--- src/rtl/pipelined_carry_skip_adder.sv ---
// Two-stage pipelined carry-skip adder/subtractor with valid/ready flow control.
// WIDTH must be a non-zero multiple of BLOCK.
module pipelined_carry_skip_adder #(
  parameter int unsigned WIDTH = 16,
  parameter int unsigned BLOCK = 4,
  localparam int unsigned NumBlocks = WIDTH / BLOCK
) (
  input  logic                 clk,
  input  logic                 rst_n,
  input  logic                 in_valid,
  output logic                 in_ready,
  input  logic [WIDTH-1:0]     a,
  input  logic [WIDTH-1:0]     b,
  input  logic                 cin,
  input  logic                 sub,
  output logic                 out_valid,
  input  logic                 out_ready,
  output logic [WIDTH-1:0]     sum,
  output logic                 cout,
  output logic                 overflow,
  output logic [NumBlocks-1:0] skip_mask
);

  // Stage 1 combinational: effective operands and per-block propagate/generate
  logic [WIDTH-1:0]     bb, p1, g1, rc1;
  logic                 c0;
  logic [NumBlocks-1:0] grp_p, grp_g;

  assign bb = sub ? ~b : b;
  assign c0 = sub ? 1'b1 : cin;
  assign p1 = a ^ bb;
  assign g1 = a & bb;

  for (genvar k = 0; k < NumBlocks; k++) begin : g_s1_blk
    for (genvar j = 0; j < BLOCK; j++) begin : g_s1_bit
      // Block ripple with carry-in 0; the last bit gives the group generate
      if (j == 0) begin : g_first
        assign rc1[k*BLOCK+j] = g1[k*BLOCK+j];
      end else begin : g_rest
        assign rc1[k*BLOCK+j] = g1[k*BLOCK+j] | (p1[k*BLOCK+j] & rc1[k*BLOCK+j-1]);
      end
    end
    assign grp_p[k] = &p1[k*BLOCK +: BLOCK];
    assign grp_g[k] = rc1[k*BLOCK+BLOCK-1];
  end

  // Stage 1 registers
  logic                 s1_valid_q, s1_valid_d;
  logic [WIDTH-1:0]     s1_a_q, s1_bb_q;
  logic                 s1_c0_q;
  logic [NumBlocks-1:0] s1_p_q, s1_g_q;

  // Stage 2 combinational: skip chain across blocks, ripple inside each block
  logic [NumBlocks:0]   blk_c;
  logic [WIDTH-1:0]     bit_c, sum_d;
  logic                 cout_d, ovf_d;

  assign blk_c[0] = s1_c0_q;

  for (genvar k = 0; k < NumBlocks; k++) begin : g_s2_blk
    assign blk_c[k+1] = s1_p_q[k] ? blk_c[k] : s1_g_q[k];
    for (genvar j = 0; j < BLOCK; j++) begin : g_s2_bit
      if (j == 0) begin : g_first
        assign bit_c[k*BLOCK+j] = blk_c[k];
      end else begin : g_rest
        assign bit_c[k*BLOCK+j] = (s1_a_q[k*BLOCK+j-1] & s1_bb_q[k*BLOCK+j-1]) |
                                  ((s1_a_q[k*BLOCK+j-1] ^ s1_bb_q[k*BLOCK+j-1]) &
                                   bit_c[k*BLOCK+j-1]);
      end
      assign sum_d[k*BLOCK+j] = s1_a_q[k*BLOCK+j] ^ s1_bb_q[k*BLOCK+j] ^ bit_c[k*BLOCK+j];
    end
  end

  assign cout_d = blk_c[NumBlocks];
  assign ovf_d  = bit_c[WIDTH-1] ^ blk_c[NumBlocks];

  // Flow control
  logic out_valid_q, out_valid_d;
  logic s1_load, s2_load;

  assign in_ready = !s1_valid_q | !out_valid_q | out_ready;
  assign s1_load  = in_valid & in_ready;
  assign s2_load  = s1_valid_q & (!out_valid_q | out_ready);

  always_comb begin
    s1_valid_d = s1_valid_q;
    if (s2_load) s1_valid_d = 1'b0;
    if (s1_load) s1_valid_d = 1'b1;
    out_valid_d = out_valid_q;
    if (out_ready) out_valid_d = 1'b0;
    if (s2_load)   out_valid_d = 1'b1;
  end

  // Stage 2 registers
  logic [WIDTH-1:0]     sum_q;
  logic                 cout_q, ovf_q;
  logic [NumBlocks-1:0] skip_q;

  always_ff @(posedge clk or negedge rst_n) begin
    if (!rst_n) begin
      s1_valid_q  <= 1'b0;
      s1_a_q      <= '0;
      s1_bb_q     <= '0;
      s1_c0_q     <= 1'b0;
      s1_p_q      <= '0;
      s1_g_q      <= '0;
      out_valid_q <= 1'b0;
      sum_q       <= '0;
      cout_q      <= 1'b0;
      ovf_q       <= 1'b0;
      skip_q      <= '0;
    end else begin
      s1_valid_q  <= s1_valid_d;
      out_valid_q <= out_valid_d;
      if (s1_load) begin
        s1_a_q  <= a;
        s1_bb_q <= bb;
        s1_c0_q <= c0;
        s1_p_q  <= grp_p;
        s1_g_q  <= grp_g;
      end
      if (s2_load) begin
        sum_q  <= sum_d;
        cout_q <= cout_d;
        ovf_q  <= ovf_d;
        skip_q <= s1_p_q;
      end
    end
  end

  assign out_valid = out_valid_q;
  assign sum       = sum_q;
  assign cout      = cout_q;
  assign overflow  = ovf_q;
  assign skip_mask = skip_q;

endmodule

--- config.mk ---
export PLATFORM = sky130hd
export DESIGN_NAME = pipelined_carry_skip_adder
export DESIGN_NICKNAME = d
export VERILOG_FILES = /design/src/rtl/pipelined_carry_skip_adder.sv
export SDC_FILE = /design/constraint.sdc
export NUM_CORES = 1
export LEC_CHECK = 0
export BUFFER_PORTS_ARGS = -buffer_cell sky130_fd_sc_hd__buf_2
export CORE_UTILIZATION = 45
export CTS_BUF_LIST = sky130_fd_sc_hd__clkbuf_16
export CTS_CLUSTER_SIZE = 8
export DETAILED_ROUTE_END_ITERATION = 12
export GPL_TIMING_DRIVEN = 0
export PLACE_DENSITY = 0.75
export SLEW_MARGIN = 20
export SYNTH_ARGS = -nofsm -noshare
export SYNTH_HDL_FRONTEND = slang
export SYNTH_SLANG_ARGS = --single-unit
export TNS_END_PERCENT = 1
--- constraint.sdc ---
create_clock -name clk -period 5.3 [get_ports clk]
set_clock_uncertainty 0.1 [all_clocks]
set_input_delay 0 -clock clk [delete_from_list [all_inputs] [get_ports clk]]
set_output_delay 0 -clock clk [all_outputs]
set_load 0.1 [all_outputs]
==> results of run 1 <==
-- cell type report --
| cell class | count | area, µm² | share of cell area |
|---|---|---|---|
| Buffer | 10 | 72.6 | 0.0170 |
| Clock buffer | 9 | 225 | 0.0528 |
| Clock inverter | 7 | 30.0 | 0.00705 |
| Inverter | 13 | 48.8 | 0.0115 |
| Multi-Input combinational cell | 174 | 1570 | 0.368 |
| Sequential cell | 65 | 1630 | 0.382 |
| Tap cell | 96 | 120 | 0.0282 |
| Timing Repair Buffer | 85 | 571 | 0.134 |
-- state kept, by name (all words and copies together) (netlist names), 4 cells and up --
register / count
s1_bb_q: 16
skip_mask: 4
sum: 16
s1_p_q: 4
s1_g_q: 4
s1_a_q: 16
-- cell families after synthesis --
group / after synthesis / synth area share
buf+inv: 23 / 0.0366
xor+xnor: 24 / 0.0634
mux: 42 / 0.143
simple gates: 41 / 0.0634
compound gates: 39 / 0.0698
fa+ha+maj: 28 / 0.133
flops: 65 / 0.491
-- stage by stage --
step	total power [W]	utilization	worst slack [ps]
global placement	0.00162	0.538	2380
finish	0.00215	0.614	2230
global route	0.00226	0.614	2030
CTS	0.00218	0.614	2240
detailed placement	0.00165	0.542	2310
floorplan	0.00146	-	2630
-- critical path: cells and delay by family (launching register included) --
| kind | cells | cell delay (ps) |
|---|---|---|
| adders and majority gates | 3 | 1090 |
| AOI/OAI and AO/OA | 2 | 580 |
| muxes | 1 | 440 |
| DFF | 1 | 390 |
| and+or+nand+nor | 2 | 290 |
| buffers and inverters | 1 | 60 |
-- worst min path at each step --
| stage | startpoint | end | slack [ps] | depth (start not counted) |
|---|---|---|---|---|
| detailed placement | rst_n | sum[7] | -200 | 1 |
| finish | rst_n | s1_a_q[6] | -2 | 2 |
| CTS | rst_n | sum[7] | 5 | 2 |
| global route | rst_n | sum[7] | 30 | 2 |
| floorplan | rst_n | cout | -400 | 0 |
| global placement | in_valid | s1_valid_q | 140 | 2 |
-- placed cells by master, fill, tap and decap left out, types with 12 or more instances in the layout --
cell type / n
dfrtp_1: 65
buf_2: 63
dlygate4sd3_1: 24
mux2_2: 39
nand2_1: 20
inv_1: 15
o21ai_0: 17
ha_1: 16
fa_1: 12
xor2_1: 20
-- what timing repair did --
| item | 4_1_cts | 5_1_grt |
|---|---|---|
| buffers inserted | 0 | 0 |
| hold buffers | 24 | 0 |
| hold endpoints to repair | 88 | 0 |
-- per-layer routing --
| metal | wire (µm) | up-vias | GRT usage |
|---|---|---|---|
| met1 | 3100 | 1137 | 0.257 |
| met2 | 3300 | 50 | 0.317 |
| met3 | 266 | 6 | 0.0622 |
| met5 | 0 | - | 0 |
| met4 | 57 | 0 | 0.0358 |
| li1 | - | 1097 | - |
-- where the power goes --
| group | switching [W] | leakage, nW | internal [W] | total, W |
|---|---|---|---|---|
| Combinational | 0.000721 | 1.16 | 0.000237 | 0.000958 |
| Sequential | 0.0000711 | 0.779 | 0.000619 | 0.000690 |
| Clock | 0.000197 | 0.136 | 0.000306 | 0.000503 |
| Total | 0.000989 | 2.07 | 0.00116 | 0.00215 |
==> impl_results.rst, run 1 <==
.. list-table::
   :header-rows: 1

   * - Metric
     - Value
   * - Result of the run
     - finished with violations
   * - Violations in the final reports
     - hold timing
   * - CP Data Arrival Time
     - ~3200 ps
   * - Antenna violations before repair
     - 0
   * - Number of design-rule violations left by the first detailed-router iteration
     - a little over 80
   * - Launch instance of the worst register-to-register path
     - s1_p_q[0]
   * - Most frequently used cell type in the post-synthesis netlist
     - dfrtp_1
   * - CTS tree
     - built
   * - Port buffer count
     - 60
   * - Die Outline Area
     - 0.00772 mm²
   * - Setup repair after global routing missed its margin
     - no
   * - Syn-to-layout area delta
     - 28.5%
   * - Final instance area
     - 0.00426 mm²
   * - Die Y
     - a little under 90 µm
   * - Minimum setup slack among reg-to-reg paths
     - between 2000 and 2500 ps
   * - Nets
     - between 400 and 500
   * - Number of top-level pins
     - 62
   * - Startpoint of the worst setup timing path
     - s1_p_q[0]
   * - Kind of end point of the critical path
     - flip-flop
   * - Placed instance area
     - roughly 0.0038 mm²
   * - Max Transition Viols Final
     - 0
   * - Syn nets
     - approximately 330
   * - Gate count of the mapped netlist
     - around 260
   * - Synth async-reset ratio
     - 1.00
   * - Primary flip-flop cell chosen by synthesis mapping
     - dfrtp_1
   * - Starting density of the core
     - 0.477
   * - Fin. Hold Viols
     - 6
   * - Synth cell types
     - 32
   * - HPWL Detailed
     - 4950 µm
   * - Critical Path End
     - overflow
   * - Largest vdd supply drop
     - 0.000261 V
   * - TritonCTS buffer count
     - 9
   * - Kind of path behind the tightest hold check
     - input port to async pin
   * - Wire length of the first global-routing pass
     - approximately 11000 µm
   * - Capture point of the worst reg-to-reg path
     - overflow
   * - Seq/Total Area, Yosys
     - 0.491
   * - Slowest CP cell
     - fa_1
   * - Post-route insts no fill
     - ~460
   * - Clock period minus final worst setup slack
     - 3070 ps
   * - Chip width
     - between 80 and 90 µm
   * - Global-route congestion overflow total
     - 0
   * - Dominant cell type by count on the critical path
     - fa_1
   * - Synthesis warning total
     - 0
   * - Number of antenna cells inserted
     - 0
   * - Final weighted congestion in routability-driven placement
     - between 0.7 and 0.8
   * - WS Path Type
     - flip-flop to flip-flop
   * - Peak fanout along the critical path
     - 5
   * - Power per cell area
     - 505 mW/mm²
   * - Maximum level of the CTS H-tree
     - 3
   * - Slowest stage delay, CP
     - between 400 and 500 ps
   * - Leakage power total
     - 2.07 nW
   * - Fraction of final layout cells sized beyond drive strength 1
     - 0.342
   * - Cells resized by post-CTS repair
     - 0
   * - WL per Instance
     - 14.6 µm
   * - Number of DRC violations after detailed routing
     - 0
   * - Clock insertion delay at the later pin of the skew report
     - 320 ps
   * - Setup TNS
     - 0 ps
   * - Antenna viol nets, final
     - 0
   * - GR Util All Layers
     - 0.194
   * - Post-Synthesis Cell Area
     - 0.00332 mm²
   * - Count of standard-cell rows
     - 30
   * - Worst hold margin
     - -2.22 ps
   * - Core ar.
     - 0.00694 mm²
   * - Synthesized area per cell
     - 12.7 µm²
   * - Via count of the first global-routing pass
     - 2228
   * - List of cells traversed by the critical path
     - mux2i_1 -> o211a_1 -> fa_1 -> inv_1 -> fa_1 -> fa_1 -> and4_1 -> a311oi_1 -> nand2_1
   * - Clk pin slew, worst setup/hold paths
     - 50 ps
   * - Clock Tree Root
     - clkbuf_16
   * - Dpl cells
     - between 400 and 500
   * - Number of optimization iterations in the first detailed-route pass
     - 4
   * - Synth top cells by count
     - dfrtp_1, mux2_2, nand2_1, xor2_1, o21ai_0
   * - Biggest area contributors in the synthesized netlist
     - dfrtp_1, mux2_2, fa_1
   * - Slew headroom
     - 0.669
   * - Worst Tran Pin Value
     - 500 ps
   * - Top cell type's share of synthesized area
     - 0.491
   * - Number of inserted filler cells in the final layout
     - 592
   * - Data required time of the worst path
     - about 5400 ps
   * - Number of buffers between clock root and the deepest sink
     - 2
   * - Final period utilization
     - 0.580
   * - Worst Setup Start Kind
     - flip-flop
   * - Routed vias
     - 2290
   * - Sinks on the clock net
     - 65
   * - Final routed wirelength across all metal layers
     - 6720 µm
   * - Vias per cell
     - 4.99
   * - Number of cells on the worst reg-to-reg path
     - 9
   * - Flops & latches, synth
     - 65
   * - Most area-hungry cell type in the Yosys netlist
     - dfrtp_1
   * - EDFF count, synth
     - 0
   * - Max-cap check violation count
     - 0
   * - Count of endpoints failing setup in the final report
     - 0
   * - Maximum clock frequency
     - about 330 MHz
   * - Largest net degree at the start of global routing
     - 48
No activity file was read; power rests on OpenSTA's default activity.
==> inputs of run 2 (changes only) <==
--- a/config.mk
+++ b/config.mk
@@ -5,6 +5,7 @@
 export SDC_FILE = /design/constraint.sdc
 export NUM_CORES = 1
 export LEC_CHECK = 0
+export ABC_AREA = 1
 export BUFFER_PORTS_ARGS = -buffer_cell sky130_fd_sc_hd__buf_2
 export CORE_UTILIZATION = 45
 export CTS_BUF_LIST = sky130_fd_sc_hd__clkbuf_16
==> constraint.sdc (replaced) <==
create_clock -name clk -period 3.1 [get_ports clk]
set_clock_uncertainty 0.1 [all_clocks]
set_input_delay 0 -clock clk [delete_from_list [all_inputs] [get_ports clk]]
set_output_delay 0 -clock clk [all_outputs]
set_load 0.1 [all_outputs]
==> impl_results.rst, run 2 <==
.. list-table::
   :header-rows: 1

   * - Metric
     - Value
   * - Setup repair after global routing missed its margin
     - no (unchanged)
   * - Number of DRC violations after detailed routing
     - 0 (unchanged)
   * - CTS tree
     - built (unchanged)
   * - List of cells traversed by the critical path
     - inv_1 -> nand2_1 -> nand3_1 -> nand3_1 -> nand2_1 -> fa_1 -> inv_1 -> fa_1 -> fa_1 -> xor2_1 -> o21ai_0 (was mux2i_1 -> o211a_1 -> fa_1 -> inv_1 -> fa_1 -> fa_1 -> and4_1 -> a311oi_1 -> nand2_1)
   * - Peak fanout along the critical path
     - 4 (was 5)
   * - Fraction of final layout cells sized beyond drive strength 1
     - 0.194 (was 0.342)
   * - Number of top-level pins
     - 62 (unchanged)
   * - Number of buffers between clock root and the deepest sink
     - 2 (unchanged)
   * - Worst Tran Pin Value
     - 661 ps (was 500 ps)
   * - Largest vdd supply drop
     - 0.000465 V (was 0.000261 V)
   * - Power per cell area
     - 864 mW/mm² (was 505 mW/mm²)
   * - Met1 track demand over resource
     - 0.272 (was 0.257)
   * - Sinks on the clock net
     - 65 (unchanged)
   * - Number of antenna cells inserted
     - 0 (unchanged)
   * - Clock insertion delay at the later pin of the skew report
     - 330 ps (was 320 ps)
   * - Port buffer count
     - 60 (unchanged)
   * - Routing layer with the top usage in global route
     - met2 (unchanged)
   * - Nets
     - 538 (was 424)
   * - Kind of end point of the critical path
     - flip-flop (unchanged)
   * - Syn nets
     - 428 (was 328)
   * - Chip width
     - 88.1 µm (was 87.8 µm)
   * - Cells resized by post-CTS repair
     - 0 (unchanged)
   * - Most frequently used cell type in the post-synthesis netlist
     - nand2_1 (was dfrtp_1)
   * - Synth async-reset ratio
     - 1.00 (unchanged)
   * - Slowest stage delay, CP
     - 440 ps (was 470 ps)
   * - Capture point of the worst reg-to-reg path
     - sum[15] (was overflow)
   * - Result of the run
     - complete, no violations (was finished with violations)
   * - Via count of the first global-routing pass
     - 3014 (was 2228)
   * - Met3 track demand over resource in global routing
     - 0.0556 (was 0.0622)
   * - Maximum level of the CTS H-tree
     - 3 (unchanged)
   * - Primary flip-flop cell chosen by synthesis mapping
     - dfrtp_1 (unchanged)
   * - Number of design-rule violations left by the first detailed-router iteration
     - 157 (was 82)
   * - Leakage power total
     - 2.31 nW (was 2.07 nW)
   * - Dpl cells
     - 522 (was 419)
   * - Count of endpoints failing setup in the final report
     - 0 (unchanged)
   * - Clock period minus final worst setup slack
     - 2460 ps (was 3070 ps)
   * - Wire length of the first global-routing pass
     - 13700 µm (was 11000 µm)
   * - Worst Setup Start Kind
     - flip-flop (unchanged)
   * - Worst hold margin
     - 14.1 ps (was -2.22 ps)
   * - Top cell type's share of synthesized area
     - 0.488 (was 0.491)
   * - Data required time of the worst path
     - 3250 ps (was 5410 ps)
   * - Most frequent cells in the layout
     - nand2_1, buf_2, dfrtp_1 (was dfrtp_1, buf_2, mux2_2)
   * - Count of standard-cell rows
     - 31 (was 30)
   * - Critical Path End
     - sum[15] (was overflow)
   * - Biggest area contributors in the synthesized netlist
     - dfrtp_1, nand2_1, fa_1 (was dfrtp_1, mux2_2, fa_1)
   * - Slowest CP cell
     - fa_1 (unchanged)
   * - Starting density of the core
     - 0.462 (was 0.477)
   * - Minimum setup slack among reg-to-reg paths
     - 640 ps (was 2230 ps)
   * - Die Y
     - 88.1 µm (was 87.8 µm)
   * - Flops & latches, synth
     - 65 (unchanged)
   * - Post-Synthesis Cell Area
     - 0.00333 mm² (was 0.00332 mm²)
   * - CP Data Arrival Time
     - 2600 ps (was 3180 ps)
   * - Core ar.
     - 0.00721 mm² (was 0.00694 mm²)
   * - Slew headroom
     - 0.558 (was 0.669)
   * - Largest net degree at the start of global routing
     - 52 (was 48)
   * - Launch instance of the worst register-to-register path
     - s1_p_q[0] (unchanged)
   * - Dominant cell type by count on the critical path
     - fa_1 (unchanged)
   * - Gate count of the mapped netlist
     - 362 (was 262)
   * - Routed vias
     - 2846 (was 2290)
   * - Most common cell after layout, fill and taps aside
     - nand2_1 (was dfrtp_1)
   * - Final period utilization
     - 0.792 (was 0.580)
   * - Final routed wirelength across all metal layers
     - 8160 µm (was 6720 µm)
   * - Seq/Total Area, Yosys
     - 0.488 (was 0.491)
   * - Clock Tree Root
     - clkbuf_16 (unchanged)
   * - Die Outline Area
     - 0.00775 mm² (was 0.00772 mm²)
   * - EDFF count, synth
     - 0 (unchanged)
   * - Syn-to-layout area delta
     - 33.3% (was 28.5%)
   * - Setup TNS
     - 0 ps (unchanged)
   * - GR Util met2
     - 0.436 (was 0.317)
   * - Synthesized area per cell
     - 9.20 µm² (was 12.7 µm²)
   * - Post-route insts no fill
     - 574 (was 459)
   * - Maximum clock frequency
     - 407 MHz (was 325 MHz)
   * - GR Util All Layers
     - 0.244 (was 0.194)
   * - Max Transition Viols Final
     - 0 (unchanged)
   * - Number of buffers inserted by post-CTS setup repair
     - 0 (unchanged)
   * - Synthesis warning total
     - 0 (unchanged)
   * - Synth top cells by count
     - nand2_1, dfrtp_1, o21ai_0 (was dfrtp_1, mux2_2, nand2_1, xor2_1, o21ai_0)
   * - Number of optimization iterations in the first detailed-route pass
     - 5 (was 4)
   * - HPWL Detailed
     - 5880 µm (was 4950 µm)
   * - Post-CTS Hold Buffers
     - 38 (was 24)
   * - Fin. Hold Viols
     - 0 (was 6)
   * - WS Path Type
     - flip-flop to flip-flop (unchanged)
   * - WL per Instance
     - 14.2 µm (was 14.6 µm)
   * - Minimum setup slack in the final design
     - 644 ps (was 2230 ps)
   * - Vias per cell
     - 4.96 (was 4.99)
   * - Antenna viol nets, final
     - 0 (unchanged)
   * - Final weighted congestion in routability-driven placement
     - 0.794 (was 0.707)
   * - Post-route core utilization
     - 0.616 (was 0.614)
   * - Antenna violations before repair
     - 0 (unchanged)
   * - Synth cell types
     - 20 (was 32)
   * - Clk pin slew, worst setup/hold paths
     - 50 ps (about the same)
   * - Startpoint of the worst setup timing path
     - s1_p_q[0] (unchanged)
   * - TritonCTS buffer count
     - 9 (unchanged)
   * - Max-cap check violation count
     - 0 (unchanged)
   * - Kind of path behind the tightest hold check
     - input port to flip-flop (was input port to async pin)
   * - Most area-hungry cell type in the Yosys netlist
     - dfrtp_1 (unchanged)
   * - Number of cells on the worst reg-to-reg path
     - 11 (was 9)
   * - Global-route congestion overflow total
     - 0 (unchanged)
   * - Placement Setup Slack
     - 695 ps (was 2310 ps)
[run 2: metrics by stage]
step | instance area [µm²] | total power (W)
2_1_floorplan | 3330 | 0.00252
3_3_place_gp | 3760 | 0.00283
3_5_place_dp | 3790 | 0.00287
4_1_cts | 4440 | 0.00386
5_1_grt | 4440 | 0.00405
6_report | 4440 | 0.00384
[run 2: worst min path at each step]
stage	start	end	slack [ps]	cells after the start
finish	sub	s1_bb_q[11]	10	4
global route	sub	s1_bb_q[1]	60	4
CTS	sub	s1_bb_q[11]	10	4
detailed placement	rst_n	s1_bb_q[12]	-220	1
global placement	a[3]	s1_a_q[3]	120	3
floorplan	rst_n	cout	-400	0
[run 2: cell families after synthesis]
logic type,Yosys count,synth area share
buffers and inverters,40,0.0586
adder cells (fa/ha/maj),28,0.132
flip-flops,65,0.488
AND/OR/NAND/NOR,164,0.196
XOR/XNOR,24,0.0631
AO/OA/AOI/OAI,41,0.0620
[run 2: final cells by class]
class / instances / area, µm²
inverter: 26 / 97.6
multi-input combinational: 257 / 1510
fill: 627 / 2770
sequential: 65 / 1630
tap: 99 / 124
clock inverter: 5 / 50.0
clock buffer: 9 / 225
timing repair buffer: 99 / 711
buffer: 14 / 97.6
[run 2: critical path, delay by kind of cell (launching register included)]
kind,cells,cell delay (ps)
adder cells (fa/ha/maj),3,1000
flip-flops,1,400
AND/OR/NAND/NOR,4,380
XOR/XNOR,1,180
buffers and inverters,2,170
AO/OA/AOI/OAI,1,140
[run 2: where the power goes]
part / internal, W / switching [W] / total (W) / leakage, nW
Clock: 0.000604 / 0.000339 / 0.000943 / 0.136
Combinational: 0.000369 / 0.00134 / 0.00171 / 1.38
Sequential: 0.00106 / 0.000127 / 0.00119 / 0.803
Total: 0.00203 / 0.00180 / 0.00384 / 2.31
[run 2: per-layer routing]
metal,up-vias,share of wire
li1,1365,-
met1,1364,0.42
met2,95,0.51
met3,22,0.046
met4,0,0.026
met5,-,0
